$ cat config.mk
export PLATFORM = sky130hd
export DESIGN_NAME = serial_adder_seq
export DESIGN_NICKNAME = d
export VERILOG_FILES = /design/src/rtl/serial_alu_pkg.sv /design/src/rtl/serial_adder_seq_cgen.sv /design/src/rtl/serial_adder_seq.sv
export SDC_FILE = /design/constraint.sdc
export NUM_CORES = 1
export LEC_CHECK = 0
export ABC_AREA = 1
export BUFFER_PORTS_ARGS = -buffer_cell sky130_fd_sc_hd__buf_2
export CORE_AREA = 2 2 58 60
export CTS_CLUSTER_SIZE = 25
export DETAILED_ROUTE_END_ITERATION = 8
export DIE_AREA = 0 0 60 62
export PLACE_DENSITY_LB_ADDON = 0.25
export SYNTH_ARGS = -nofsm -noshare
export SYNTH_HDL_FRONTEND = slang
export SYNTH_SLANG_ARGS = --single-unit
$ cat constraint.sdc
create_clock -name clk -period 2.2 [get_ports clk]
set_input_delay 0.22 -clock clk [delete_from_list [all_inputs] [get_ports clk]]
set_output_delay 0.22 -clock clk [all_outputs]
set_load 0.02 [all_outputs]
$ cat src/rtl/serial_alu_pkg.sv
// Shared definitions for the bit-serial ALU blocks.
// Encoding 2'd3 is never entered; the FSM decodes it as idle.
package serial_alu_pkg;

    typedef enum logic [1:0] {
        S_IDLE = 2'd0,
        S_RUN  = 2'd1,
        S_DONE = 2'd2
    } state_t;

endpackage : serial_alu_pkg

$ cat src/rtl/serial_adder_seq_cgen.sv
// Carry-generate cell: cout = majority(ain, bin, cin).
// Latency: combinational. Backpressure: none.
// Behavioural model of the switch-level cell so the block synthesises and lints in RTL builds.
module cgen_mos (
    input  logic ain,
    input  logic bin,
    input  logic cin,
    output logic cout
);

    assign cout = (ain & bin) | (ain & cin) | (bin & cin);

endmodule : cgen_mos

$ cat src/rtl/serial_adder_seq.sv
// Bit-serial add/subtract, LSB first, one bit per clock through a single carry cell.
// Latency: out_valid rises WIDTH edges after the accepting edge.
// Backpressure: result held in DONE while out_ready=0; in_ready only in IDLE.
module serial_adder_seq
    import serial_alu_pkg::*;
#(
    parameter int WIDTH = 8
) (
    input  logic             clk,
    input  logic             rst_n,
    input  logic             in_valid,
    output logic             in_ready,
    input  logic [WIDTH-1:0] op_a,
    input  logic [WIDTH-1:0] op_b,
    input  logic             sub,
    output logic             out_valid,
    input  logic             out_ready,
    output logic [WIDTH-1:0] sum,
    output logic             cout,
    output logic             overflow
);

    localparam int             CW   = (WIDTH > 1) ? $clog2(WIDTH) : 1;
    localparam logic [CW-1:0]  LAST = CW'(WIDTH - 1);

    state_t           r_state;
    logic [WIDTH-1:0] r_a_sr;
    logic [WIDTH-1:0] r_b_sr;
    logic [WIDTH-1:0] r_sum;
    logic             r_c;
    logic             r_cout;
    logic             r_ovf;
    logic [CW-1:0]    r_cnt;

    logic             w_maj;
    logic             w_s;
    logic             w_idle;

    // Anything other than RUN/DONE (including the unused 2'd3) behaves as IDLE.
    assign w_idle    = (r_state != S_RUN) && (r_state != S_DONE);
    assign in_ready  = w_idle;
    assign out_valid = (r_state == S_DONE);
    assign sum       = r_sum;
    assign cout      = r_cout;
    assign overflow  = r_ovf;

    assign w_s = r_a_sr[0] ^ r_b_sr[0] ^ r_c;

    cgen_mos u_cgen (
        .ain  (r_a_sr[0]),
        .bin  (r_b_sr[0]),
        .cin  (r_c),
        .cout (w_maj)
    );

    always_ff @(posedge clk or negedge rst_n) begin
        if (!rst_n) begin
            r_state <= S_IDLE;
            r_a_sr  <= '0;
            r_b_sr  <= '0;
            r_sum   <= '0;
            r_c     <= 1'b0;
            r_cout  <= 1'b0;
            r_ovf   <= 1'b0;
            r_cnt   <= '0;
        end else begin
            case (r_state)
                S_RUN: begin
                    r_c    <= w_maj;
                    r_sum  <= {w_s, r_sum[WIDTH-1:1]};
                    r_a_sr <= {1'b0, r_a_sr[WIDTH-1:1]};
                    r_b_sr <= {1'b0, r_b_sr[WIDTH-1:1]};
                    if (r_cnt == LAST) begin
                        // r_c is the carry into the MSB, w_maj the carry out of it.
                        r_cout  <= w_maj;
                        r_ovf   <= r_c ^ w_maj;
                        r_state <= S_DONE;
                    end else begin
                        r_cnt <= r_cnt + 1'b1;
                    end
                end
                S_DONE: begin
                    if (out_ready) begin
                        r_state <= S_IDLE;
                    end
                end
                default: begin
                    if (in_valid) begin
                        r_a_sr  <= op_a;
                        r_b_sr  <= op_b ^ {WIDTH{sub}};
                        r_c     <= sub;
                        r_cnt   <= '0;
                        r_state <= S_RUN;
                    end
                end
            endcase
        end
    end

endmodule : serial_adder_seq
==> summary.txt, run 1 <==
CTS
  – Clk Latency, worst-skew pair: 0.33 ns
  – Reg clk slew, reported paths: ~0.10 ns
  – CTS root buf: clkbuf_4
  – Postcts setup bufs: 0
  – Cts bufs inserted: 5
  – Cts repair resizes: 0
  – CTS max path bufs: 2
  – Clk sinks: 32
  – Htree depth: 2
  – Hold-fix buffers, CTS: 1
  – CTS tree: done

Setup path
  – Critical path arrival: 1.27 ns
  – Slowest CP cell: dfrtp_1
  – Maximum fanout along the worst path: 3
  – Crit path capture type: primary output
  – CP bufs+invs: 2
  – Delay-heaviest family, CP: flip-flops
  – Nature of the critical path startpoint: register
  – R2R cell count: 8
  – Stages on the worst setup path: 3
  – Critical-path cell list: inv_1 -> ha_1 -> buf_2
  – CP peak stage delay: between 0.3 and 0.4 ns
  – CP Class: reg -> out
  – WP data required: around 2.0 ns

STA
  – RSZ-0062 raised after global routing: no
  – Fmax: 0.673 GHz
  – Worst slew pin tran: roughly 0.71 ns
  – Final hold vios: 0
  – Hold_ws: 0.0873 ns
  – Min cycle time layout: 1.49 ns
  – Setup_tns: 0 ns
  – Setup ws final: 0.713 ns
  – Final cycle utilization of the critical path: 67.6%
  – Fin. max-slew vios: 0
  – Max-slew headroom: 52.4%
  – Worst Clk Skew: around 0.018 ns
  – Final setup viols: 0

Floorplan
  – Die area: about 3700 µm²
  – Die X: 60 µm
  – Num ports: 33
  – CORE AREA: 3180 µm²
  – Num rows: 21
  – Die height: just over 60 µm
  – Starting density of the core: about half

Synth
  – Yosys top cell area share: 49.2%
  – Flops & latches, synth: 32
  – Synth area leader: dfrtp_1
  – YS warnings: 0
  – Synth Instances: ~230
  – Syn Area/Cell: 7.24 µm²
  – Sequential-to-total area share from yosys stat: 49.2%
  – Mapped Area: about 1600 µm²
  – Syn nets: 251
  – Yosys cell types: 16
  – Synth area leaders: dfrtp_1 49%, nand2_1 28%, inv_1 4.1%

Power and ir drop
  – Pwr/cell area: 1280 nW/µm²
  – Worst vdd ir: 522 µV
  – Internal power: 1.36 mW
  – Switching power: 1.06 mW
  – Sequential power share: 41.2%
  – Clock power frac: 13.6%
  – Sw Ratio: 43.9%
  – Comb power frac: 45.2%
  – Leak: 1.13 nW

Final layout
  – Final #Nets: 286
  – Multi-input logic area: 713 µm²
  – Fill count: 330
  – Final Non-Filler Cells: 307
  – Ant. Diodes: 0
  – Register area: about 800 µm²
  – Layout cells sized above 1: between 15 and 20%
  – Synth-to-Final Area Change: 16.1%

Detailed routing
  – Met3 WL: 107 µm
  – Vias: approximately 1.4k
  – Drt initial violations: 72
  – Highest Signal Layer: met4
  – DRT antenna net count: 0
  – Met2 routed WL: 1500 µm
  – Routed length on met1: 1490 µm
  – First-pass detailed-route iteration total: 6
  – Via density: approximately 4.7
  – Wire per inst: 10.2 µm
  – DRC Markers: 0
  – Final wirelength: about 3100 µm

Global route
  – Largest net degree at the start of global routing: 33
  – First-pass GRT wire length: 5380 µm
  – GRT Util Overall: between 10% and 20%
  – Initial antenna violation count: 0
  – Gr ovfl total: 0
  – Vias in the first global route: approximately 1.3k

Place
  – PortBufs: 32
  – Placer Congestion: 0.714
  – DP Cell Count: 298
  – DP Wirelength: 2250 µm
  – Pre-CTS WS: 0.736 ns

Min path
  – Hold path depth: 3
  – Worst min-delay path category: in -> reg

Run status
  – Outcome: finished clean

Run
  – Max-capacitance violation count: 0
==> routing by layer <==
metal | up-vias | GRT usage (%)
met1 | 666 | 25.0
met3 | 4 | 4.55
met2 | 27 | 32.3
li1 | 746 | -
met4 | 0 | 5.71
met5 | - | 0
==> metrics by stage <==
| step | utilization [%] | total power [mW] | cell area [µm²] |
|---|---|---|---|
| floorplan | - | 1.83 | 1630 |
| global placement | 57.4 | 2.08 | 1830 |
| detailed placement | 57.4 | 2.12 | 1830 |
| CTS | 59.5 | 2.45 | 1890 |
| global route | 59.5 | 2.68 | 1890 |
| finish | 59.5 | 2.42 | 1890 |
==> Yosys cell counts <==
master and n:
o21ai_0 7, inv_1 18, nand4_1 1, fa_1 1, xor2_1 1, nand2_2 1
xnor2_1 1, dfrtp_1 32, nor2_1 16, ha_1 4, clkbuf_1 2, buf_6 1
nand3_1 12, buf_2 5, inv_2 1, nand2_1 122
==> power groups by stage <==
stage                     sequential (mW)  combinational (mW)  clock (mW)
after floorplan                      1.06               0.765           0
after global placement               1.00                1.07           0
after detailed placement             1.01                1.10           0
after CTS                            1.00                1.11       0.339
after global routing                 1.03                1.28       0.371
final                               0.999                1.10       0.329
==> logic make-up after synthesis <==
group / count (synthesis) / synth area share [%]
flops: 32 / 49.2
fa+ha+maj: 5 / 4.30
compound gates: 7 / 2.15
simple gates: 152 / 36.3
buf+inv: 27 / 7.07
xor+xnor: 2 / 1.08
==> cells in the final DEF (no fill, tap or decap) <==
cell type	netlist	final
nand2_1	122	122
buf_4	0	3
inv_1	18	18
ha_1	4	4
inv_2	1	1
nand2_2	1	1
nor2_1	16	16
dlygate4sd3_1	0	1
nand4_1	1	1
clkbuf_4	0	5
fa_1	1	1
clkinv_4	0	1
buf_2	5	32
clkinv_2	0	2
xor2_1	1	1
dfrtp_1	32	32
o21ai_0	7	7
xnor2_1	1	1
nand3_1	12	12
==> registers in the layout, summed over array words and instances, names as in the netlist <==
| name | cells |
|---|---|
| r_a_sr | 8 |
| r_b_sr | 8 |
| sum | 8 |
| r_cnt | 3 |
| r_state | 2 |
| cout | 1 |
| overflow | 1 |
| r_c | 1 |
==> layout make-up <==
| cell class | instances | share of cell area (%) |
|---|---|---|
| Tap cell | 46 | 3.04 |
| Clock buffer | 5 | 1.98 |
| Sequential cell | 32 | 42.3 |
| Timing Repair Buffer | 36 | 10.2 |
| Inverter | 19 | 3.77 |
| Multi-Input combinational cell | 166 | 37.7 |
| Clock inverter | 3 | 0.992 |
==> worst reg2reg max path, delay by kind of cell, from the launching register on <==
kind / cells / cell delay [ns]
adders and majority gates: 1 / 0.21
and+or+nand+nor: 4 / 0.34
buffers and inverters: 3 / 0.41
DFF: 1 / 0.41
==> worst paths after layout <==
path | start | slack (ns) | end
max reg2reg | r_state[0] | 0.73 | r_b_sr[4]
max in group asynchronous | rst_n | 1.26 | overflow
min reg2reg | sum[0] | 0.48 | sum[0]
min | op_a[7] | 0.09 | r_a_sr[7]
min in group asynchronous | rst_n | 0.47 | sum[6]
max | r_state[0] | 0.71 | in_ready
No activity file was read; power rests on OpenSTA's default activity.
==> run 2: changes to the inputs <==
ABC_AREA = 0   (was 1)
clock period = 1.5 ns   (was 2.2 ns; I/O delays follow)
==> summary.txt, run 2 <==
Final layout
  – Most frequent cells in the layout: 32 x dfrtp_1, 32 x buf_2, 18 x nand2_1
  – Final Instance Area: 1970 µm²
  – Final Util: 61.9%
  – Final #Nets: roughly 200
  – Layout cells sized above 1: around two fifths
  – Synth-to-Final Area Change: 22.6%
  – Ant. Diodes: 0
  – Fill count: 273

Synth
  – Syn Area/Cell: 11.9 µm²
  – Sequential-to-total area share from yosys stat: between 40% and 50%
  – FFs w/ async S/R, synth: between 90% and 100%
  – Mapped Area: approximately 1600 µm²
  – Most instantiated cells after synthesis: 32 x dfrtp_1, 19 x nand2_1, 16 x mux2i_1
  – Synth area leaders: dfrtp_1 50%, mux2i_1 10%, mux2_2 7.0%
  – YS warnings: 0
  – Flops & latches, synth: 32
  – Synth Instances: 135
  – Post-synth EDFFs: 0
  – Count leader, synth: dfrtp_1
  – Primary FF master, synth: dfrtp_1
  – Syn nets: 161
  – Yosys cell types: 24
  – Yosys top cell area share: 49.8%
  – Synth area leader: dfrtp_1

Detailed routing
  – Final wirelength: between 2000 and 3000 µm
  – Via density: slightly below 5
  – DRC Markers: 0
  – Drt initial violations: 18
  – DRT antenna net count: 0
  – First-pass detailed-route iteration total: 4
  – Vias: 1,112
  – Wire per inst: 12.5 µm

Global route
  – Initial antenna violation count: 0
  – First-pass GRT wire length: 4440 µm
  – Gr ovfl total: 0
  – Largest net degree at the start of global routing: 33
  – GRT Util Overall: 16.5%
  – Vias in the first global route: just over 1k

Floorplan
  – Die height: 62 µm
  – Die X: around 60 µm
  – Num rows: 21
  – Num ports: 33
  – CORE AREA: 3180 µm²
  – Die area: 3720 µm²
  – Starting density of the core: 50.5%

Setup path
  – Maximum fanout along the worst path: 4
  – Stages on the worst setup path: 5
  – CP Class: reg -> reg
  – Slowest CP cell: dfrtp_1
  – R2r startpoint: r_cnt[1]
  – Crit path capture: r_cnt[0]
  – Critical path arrival: ~1.7 ns
  – R2R cell count: 5
  – WP data required: approximately 1.7 ns
  – Nature of the critical path startpoint: register
  – Crit path capture type: register
  – Reg2reg end: r_cnt[0]
  – CP bufs+invs: 1
  – CP peak stage delay: 0.39 ns
  – R2r setup slk: 0.05 ns
  – Critical-path cell list: ha_2 -> ha_4 -> buf_4 -> mux2_2 -> a22o_1
  – Delay-heaviest family, CP: flip-flops
  – Crit path from: r_cnt[1]

Power and ir drop
  – Leak: 0.947 nW
  – Worst vdd ir: 768 µV
  – Pwr/cell area: 2060 nW/µm²

Place
  – DP Wirelength: 2000 µm
  – Placer Congestion: 0.718
  – DP Area: 1830 µm²
  – PortBufs: 32

CTS
  – Clk Latency, worst-skew pair: 0.33 ns
  – Reg clk slew, reported paths: 0.10 ns
  – CTS root buf: clkbuf_4
  – CTS tree: done
  – CTS max path bufs: 2
  – Htree depth: 2
  – Cts bufs inserted: 5
  – Clk sinks: 32

STA
  – Fmax: about 0.7 GHz
  – Min cycle time layout: 1.45 ns
  – Worst Clk Skew: 0.00782 ns
  – Max-slew headroom: ~53%
  – Final setup viols: 0
  – Final cycle utilization of the critical path: 96.4%
  – Worst slew pin tran: 0.704 ns
  – Fin. max-slew vios: 0
  – Final hold vios: 0
  – Setup_tns: 0 ns

Run status
  – Outcome: finished clean

Run
  – Max-capacitance violation count: 0

Min path
  – Worst min-delay path category: in -> reg
[run 2: cell families (layout without fill, tap and decap cells)]
family	count (synthesis)	in the layout	synth area share, %
DFF	32	32	49.8
AOI/OAI and AO/OA	27	28	11.4
muxes	27	27	17.9
and+or+nand+nor	23	23	6.07
buffers and inverters	12	54	5.45
xor gates and xnor gates	9	9	4.91
adders and majority gates	5	5	4.36
[run 2: worst min-delay path: cells and delay by family]
kind,cells,cell delay (ns)
AOI/OAI and AO/OA,1,0.05
and+or+nand+nor,1,0.06
buffers and inverters,1,0.10
[run 2: through the flow]
stage	setup slack [ns]	power [mW]	hold slack, ns	instances
2_1_floorplan	0.0507	3.00	-0.146	135
3_3_place_gp	0.0270	3.39	0.228	212
3_5_place_dp	-0.0435	3.49	0.244	212
4_1_cts	0.00798	4.03	0.0469	221
5_1_grt	-0.00202	4.40	0.0482	224
6_report	0.0533	4.06	0.0595	224
[run 2: layout make-up]
type,count,area (µm²),area share [%]
sequential,32,801,40.7
inverter,4,15.0,0.762
multi-input combinational,92,772,39.2
tap,46,57.6,2.92
timing repair buffer,42,263,13.3
clock buffer,6,51.3,2.60
clock inverter,2,10.0,0.508
[run 2: repair_timing]
action,in CTS,in global routing
resized for setup,2,7
buffers inserted,0,2
endpoints found under the hold margin,32,0
endpoints found under the setup margin,1,15
cloned,0,1
hold buffers,1,0
pin swaps,0,3
[run 2: worst min path at each step]
stage | endpoint | slack [ns] | start | cells after the start
after floorplan | cout | -0.15 | rst_n | 0
after global placement | r_state[0] | 0.23 | rst_n | 1
after detailed placement | r_state[0] | 0.24 | rst_n | 1
after CTS | r_a_sr[7] | 0.05 | op_a[7] | 3
after global routing | r_a_sr[7] | 0.05 | op_a[7] | 3
final | r_a_sr[7] | 0.06 | op_a[7] | 3
[run 2: per-layer routing]
layer | global-route usage (%) | share of wire (%) | wire length [µm] | vias to the layer above
met5 | 0 | 0 | 0 | -
met4 | 9.52 | 2.0 | 55 | 0
met3 | 3.73 | 3.6 | 102 | 5
met2 | 28.1 | 51 | 1430 | 29
met1 | 19.1 | 43 | 1220 | 528
li1 | - | - | - | 550
[run 2: where the power goes]
| part | total (mW) | switching, mW | internal [mW] | leakage, nW |
|---|---|---|---|---|
| Combinational | 2.01 | 0.975 | 1.03 | 0.514 |
| Sequential | 1.55 | 0.262 | 1.29 | 0.395 |
| Clock | 0.507 | 0.284 | 0.223 | 0.0380 |
